**src/rtl/pipe_pkg.sv**
```systemverilog
// Shared pipeline types for the memory stage and its SRAM controller.
// Latency: n/a (types and constants only).
// Backpressure: n/a.
package pipe_pkg;

  // Memory-access FSM states
  typedef enum logic [1:0] {
    IDLE = 2'd0,
    LO   = 2'd1,
    HI   = 2'd2,
    DONE = 2'd3
  } memState_e;

  // Byte address that maps onto SRAM word 0
  localparam int unsigned BASE_ADDR_DEFAULT = 1024;

  // Write-back bundle: {wbEn, value[31:0], dest[3:0]}
  localparam int WB_BUS_W = 37;

  typedef struct packed {
    logic        wbEn;
    logic [31:0] value;
    logic [3:0]  dest;
  } wbBus_t;

endpackage

```
**src/rtl/sram_ctrl.sv**
```systemverilog
// 32-bit load/store engine over a 16-bit SRAM, two half-word phases per word.
// Latency: 2*(WAIT_CYCLES+1) phase cycles plus a DONE cycle after the request cycle.
// Backpressure: ready low from the request cycle until DONE; requester must hold inputs.
//
// Ports: clk/rst (sync, active-high); reqRead/reqWrite (read already has priority
// upstream); wordAddr/wrData from the requester; ready and rdWord back to it;
// sramAddr/sramDqOut/sramDqIn/sramDqOe/sramWeN to the SRAM pins.
import pipe_pkg::*;

module sram_ctrl #(
  parameter int unsigned WAIT_CYCLES = 1,
  parameter int unsigned SRAM_AW     = 18
) (
  input  logic               clk,
  input  logic               rst,
  input  logic               reqRead,
  input  logic               reqWrite,
  input  logic [SRAM_AW-2:0] wordAddr,
  input  logic [31:0]        wrData,
  output logic               ready,
  output logic [31:0]        rdWord,
  output logic [SRAM_AW-1:0] sramAddr,
  output logic [15:0]        sramDqOut,
  input  logic [15:0]        sramDqIn,
  output logic               sramDqOe,
  output logic               sramWeN
);

  memState_e   state;
  memState_e   nextState;
  logic [2:0]  phaseCnt;
  logic        phaseLast;
  logic        req;
  logic [15:0] loHalf;
  logic [15:0] hiHalf;

  assign req       = reqRead | reqWrite;
  assign phaseLast = (phaseCnt == 3'(WAIT_CYCLES));
  assign rdWord    = {hiHalf, loHalf};

  always_comb begin
    nextState = state;
    ready     = 1'b0;
    case (state)
      IDLE: begin
        ready = ~req;
        if (req) nextState = LO;
      end
      LO:      if (phaseLast) nextState = HI;
      HI:      if (phaseLast) nextState = DONE;
      DONE: begin
        ready     = 1'b1;
        nextState = IDLE;
      end
      default: nextState = IDLE;
    endcase
  end

  always_ff @(posedge clk) begin
    if (rst) begin
      state     <= IDLE;
      phaseCnt  <= 3'd0;
      loHalf    <= 16'h0;
      hiHalf    <= 16'h0;
      sramAddr  <= '0;
      sramDqOut <= 16'h0;
      sramDqOe  <= 1'b0;
      sramWeN   <= 1'b1;
    end else begin
      state <= nextState;

      // Counter runs only inside a phase and restarts at 0 for the next one
      if ((state == LO || state == HI) && !phaseLast)
        phaseCnt <= phaseCnt + 3'd1;
      else
        phaseCnt <= 3'd0;

      // SRAM data is sampled at the end of each phase, giving it the full phase to settle
      if (state == LO && phaseLast && reqRead) loHalf <= sramDqIn;
      if (state == HI && phaseLast && reqRead) hiHalf <= sramDqIn;

      // Pins are registered from the next state so they line up with the phase itself
      case (nextState)
        LO: begin
          sramAddr  <= {wordAddr, 1'b0};
          sramDqOut <= wrData[15:0];
          sramDqOe  <= reqWrite;
          sramWeN   <= ~reqWrite;
        end
        HI: begin
          sramAddr  <= {wordAddr, 1'b1};
          sramDqOut <= wrData[31:16];
          sramDqOe  <= reqWrite;
          sramWeN   <= ~reqWrite;
        end
        default: begin
          sramDqOe <= 1'b0;
          sramWeN  <= 1'b1;
        end
      endcase
    end
  end

endmodule

```
**src/rtl/stage_mem.sv**
```systemverilog
// Memory stage: address mapping, SRAM load/store via sram_ctrl, and the MEM/WB register.
// Latency: 1 cycle for non-memory ops; memory ops write back on the edge after DONE.
// Backpressure: ready low freezes earlier stages; MEM/WB inserts bubbles meanwhile.
//
// Ports: clk/rst (sync, active-high); EX/MEM inputs wbEnIn, memReadIn, memWriteIn,
// destIn, aluResIn, valRmIn; ready to the pipeline; wbWbEn/wbValue/wbDest to ID;
// sramAddr/sramDqOut/sramDqIn/sramDqOe/sramWeN to the external SRAM.
import pipe_pkg::*;

module stage_mem #(
  parameter int unsigned BASE_ADDR   = BASE_ADDR_DEFAULT,
  parameter int unsigned WAIT_CYCLES = 1,
  parameter int unsigned SRAM_AW     = 18
) (
  input  logic               clk,
  input  logic               rst,
  input  logic               wbEnIn,
  input  logic               memReadIn,
  input  logic               memWriteIn,
  input  logic [3:0]         destIn,
  input  logic [31:0]        aluResIn,
  input  logic [31:0]        valRmIn,
  output logic               ready,
  output logic               wbWbEn,
  output logic [31:0]        wbValue,
  output logic [3:0]         wbDest,
  output logic [SRAM_AW-1:0] sramAddr,
  output logic [15:0]        sramDqOut,
  input  logic [15:0]        sramDqIn,
  output logic               sramDqOe,
  output logic               sramWeN
);

  logic               wrEff;
  logic [31:0]        byteOff;
  logic [SRAM_AW-2:0] wordAddr;
  logic               unusedOffBits;
  logic [31:0]        rdWord;
  wbBus_t             wbReg;

  // A simultaneous read and write is executed as a read only
  assign wrEff = memWriteIn & ~memReadIn;

  // Word index wraps modulo the SRAM size; byte-lane bits are ignored
  assign byteOff       = aluResIn - BASE_ADDR;
  assign wordAddr      = byteOff[SRAM_AW:2];
  assign unusedOffBits = ^{byteOff[31:SRAM_AW+1], byteOff[1:0]};

  sram_ctrl #(
    .WAIT_CYCLES(WAIT_CYCLES),
    .SRAM_AW    (SRAM_AW)
  ) uCtrl (
    .clk      (clk),
    .rst      (rst),
    .reqRead  (memReadIn),
    .reqWrite (wrEff),
    .wordAddr (wordAddr),
    .wrData   (valRmIn),
    .ready    (ready),
    .rdWord   (rdWord),
    .sramAddr (sramAddr),
    .sramDqOut(sramDqOut),
    .sramDqIn (sramDqIn),
    .sramDqOe (sramDqOe),
    .sramWeN  (sramWeN)
  );

  // MEM/WB register: a stalled cycle becomes a bubble, data fields hold
  always_ff @(posedge clk) begin
    if (rst) begin
      wbReg <= '0;
    end else if (ready) begin
      wbReg.wbEn  <= wbEnIn & ~wrEff;
      wbReg.value <= memReadIn ? rdWord : aluResIn;
      wbReg.dest  <= destIn;
    end else begin
      wbReg.wbEn <= 1'b0;
    end
  end

  assign wbWbEn  = wbReg.wbEn;
  assign wbValue = wbReg.value;
  assign wbDest  = wbReg.dest;

endmodule
```
**config.mk**
```make
export PLATFORM = sky130hd
export DESIGN_NAME = stage_mem
export DESIGN_NICKNAME = d
export VERILOG_FILES = /design/src/rtl/pipe_pkg.sv /design/src/rtl/sram_ctrl.sv /design/src/rtl/stage_mem.sv
export SDC_FILE = /design/constraint.sdc
export NUM_CORES = 1
export LEC_CHECK = 0
export ABC_CLOCK_PERIOD_IN_PS = 2800
export CAP_MARGIN = 25
export CORE_UTILIZATION = 40
export DETAILED_ROUTE_END_ITERATION = 10
export GPL_TIMING_DRIVEN = 0
export HOLD_SLACK_MARGIN = 0.12
export PLACE_DENSITY = 0.74
export RECOVER_POWER = 100
export SLEW_MARGIN = 20
export SYNTH_ARGS = -nofsm -noshare
export SYNTH_HDL_FRONTEND = slang
export SYNTH_SLANG_ARGS = --single-unit
```
**constraint.sdc**
```tcl
create_clock -name clk -period 2.8 [get_ports clk]
set_clock_uncertainty 0.1 [all_clocks]
set_input_delay 0.56 -clock clk [delete_from_list [all_inputs] [get_ports clk]]
set_output_delay 0.56 -clock clk [all_outputs]
set_load 0.02 [all_outputs]
```
==> out/results.ini <==
[detailed_routing]
remaining_drc_errors = 0
route.vias.total = 4611
wl_per_cell_um = 16.2
drt_iter0_drc = 285
routed_wl_mm = 14.3
drt_pass1_iterations = 6
vias_per_cell = 5.25
antenna_left = 0

[placed_design]
port_buffers = 161
place_area_um2 = 6700
place_congestion = 0.863
post-dp-hpwl_mm = 10.9

[yosys]
netlist_instances = 555
yosysWarnings = 0
ys.flop_type = dfxtp_1
synth_nets = 652
synthArstFlopShare_pct = 0
ys_seq_area_share_pct = 44.9
synth_area_per_cell_um2 = 8.84
ys_seq_elements = 110
synthDistinctLibCells = 42
synth_area_um2 = 4910
synth-edff-count = 0

[floorplan]
ioPinCount = 163
die_x_um = 113
start_util_pct = 41.0
dieArea_um2 = 12700
rows = 40
dieHeight_um = 113
core_um2 = 12000

[cells_and_area]
diodes = 0
final_cell_mix = dfxtp_1, nand2_1, clkdlybuf4s50_1, dlygate4sd3_1, a211oi_1
nNetsFinal = 825
layout_commonest_cell = dfxtp_1
nFillCells = 1071
post-route-util_pct = 58.9
area_growth_pct = 43.6
design_area_um2 = 7050
drive_gt1_share_pct = 11.5

[clocking]
clock_sinks = 110
clk_pin_slew_ps = 60
postCtsHoldBufs = 0
root_buffer = clkbuf_16
htree_levels = 3
cts_buffer_depth = 2
cts_inserted_buffers = 9
worst_skew_pair.late_latency_ps = 340
tritoncts = yes

[sta]
finalSetupViolCount = 0
post-route-period-util_pct = 97.3
min_period_ps = 2720
hold_violations = 0
rsz0062_at_grt = no
worst_slew_pin_slew_ps = 601
finalMaxSlewViolations = 0
fmax_ghz = 0.367
slew_headroom_pct = 59.9

[power_and_ir_drop]
p_leak_nw = 2.76
peakVddDrop_uv = 467
p_per_area_nw_per_um2 = 1050

[worst_setup_path]
slowest_stage = clkdlybuf4s50_1
critPathArrivalTime_ps = 2060
path_max_fanout = 6
r2r_slack_ps = 410
setup.worst_path.class = input port to primary output
crit_start = memReadIn
end_kind = primary output
rr_worst_depth = 9
cpPeakStageDelay_ps = 470
regToRegStartpoint = uCtrl.phaseCnt[0]$_SDFF_PP0_
crit_chain = clkdlybuf4s50_1 -> or3b_1 -> buf_2 -> a21o_4 -> clkinv_4 -> buf_4
r2r_end = uCtrl.sramDqOut[3]$_SDFFE_PP0P_
crit_family = buffers and inverters
worst-path-buf-inv = 4
cp.required_ps = 2140
startpoint_type = input port

[grt]
track_usage_pct = 23.1
antenna_found_initial = 0
overflow = 0
grt_pass1_vias = 4555
grt_max_degree = 17
grt_pass1_wl_mm = 23.1

[flow_run]
maxCapViolations = 0

[hold_path]
hold_depth = 2
hold_class = flip-flop to flip-flop
hold_end = wbValue[16]$_SDFFE_PP0P_
hp-start = wbValue[16]$_SDFFE_PP0P_

[outcome]
outcome = finished, final reports clean

## cells by family (layout without fill, tap and decap cells)
logic type      count (synthesis)  after routing  synth area share (%)
simple gates                  147            147                  12.7
compound gates                136            136                  18.5
flops                         110            110                  44.9
buf+inv                        89            266                  7.42
mux                            63             63                  14.1
fa+ha+maj                       8              8                  2.04
xor+xnor                        2              2                 0.357
## power by group
group / switching [mW] / total [mW] / internal (mW)
sequential: 0.176 / 2.13 / 1.96
clock: 0.557 / 1.27 / 0.711
combinational: 2.26 / 3.97 / 1.71
total: 2.99 / 7.37 / 4.38
## routing by layer
metal / share of wire (%) / GRT usage [%] / vias up
met5: 0 / 0 / -
met3: 7.4 / 3.48 / 7
li1: - / - / 2263
met2: 48 / 40.5 / 179
met4: 0.67 / 6.31 / 0
met1: 43 / 29.6 / 2162
## through the flow
step                      std cells  setup slack [ps]  hold WS [ps]  total power, mW  TNS [ps]
after floorplan                 555              38.8           321             4.67         0
final                           879              76.1           349             7.37         0
after global routing            879              15.1           373             7.89         0
after global placement          863              -919           334             5.94    -27160
after CTS                       877              14.2           357             7.52         0
after detailed placement        863              -981           346             6.05    -29680
## layout make-up
type | instances | area, um2 | share of cell area (%)
buffer | 41 | 189 | 2.68
clock buffer | 11 | 243 | 3.44
clock inverter | 4 | 47.5 | 0.674
inverter | 45 | 174 | 2.47
multi-input combinational | 356 | 2370 | 33.6
sequential | 110 | 2200 | 31.2
tap | 147 | 184 | 2.61
timing repair buffer | 165 | 1640 | 23.2
## how the worst max path moves through the flow
| stage | end | slack [ps] | cells past startpoint |
|---|---|---|---|
| detailed placement | uCtrl.sramAddr[7]$_SDFFE_PP0P_ | -980 | 11 |
| global route | uCtrl.sramDqOut[0]$_SDFFE_PP0P_ | 20 | 9 |
| finish | ready | 80 | 6 |
| CTS | uCtrl.sramAddr[11]$_SDFFE_PP0P_ | 10 | 10 |
| floorplan | uCtrl.sramDqOut[10]$_SDFFE_PP0P_ | 40 | 10 |
| global placement | uCtrl.sramAddr[2]$_SDFFE_PP0P_ | -920 | 11 |
## synth_stat cells (2+ instances only)
library cell  count  area [um2]
inv_1            44         165
o311a_1           2        20.0
nand4b_1          2        17.5
o21ai_0           5        25.0
and4_1            2        17.5
ha_1              8         100
buf_6             3        33.8
nor3_1            3        15.0
nand2_1         105         394
a21oi_1          50         250
nor2_1           21        78.8
and4b_1           2        20.0
or3_1             2        12.5
mux2i_1          15         150
nand2b_1          4        25.0
buf_1             5        18.8
clkbuf_1         30         113
a221oi_1          2        17.5
dfxtp_1         110        2200
buf_2             6        30.0
mux2_2           48         541
a211oi_1         66         495
## worst min-delay path: stages (launching register included)
cell	delay (ps)
dfxtp_1	310
inv_1	40
a211oi_1	50
## timing repair
item                                    4_1_cts  5_1_grt
resized for setup                            21        4
endpoints found under the setup margin       34       34
setup buffers                                 1        3
pin swaps                                     0        2
cloned                                        0        0
## flip-flops by register name, summed over array words and instances, names as in the netlist
signal	count
uCtrl.phaseCnt	3
uCtrl.sramWeN	1
uCtrl.sramDqOut	16
wbDest	4
uCtrl.sramAddr	18
uCtrl.loHalf	16
uCtrl.sramDqOe	1
uCtrl.hiHalf	16
wbValue	32
uCtrl.state	2
wbWbEn	1
(Power assumes the default switching activity.)
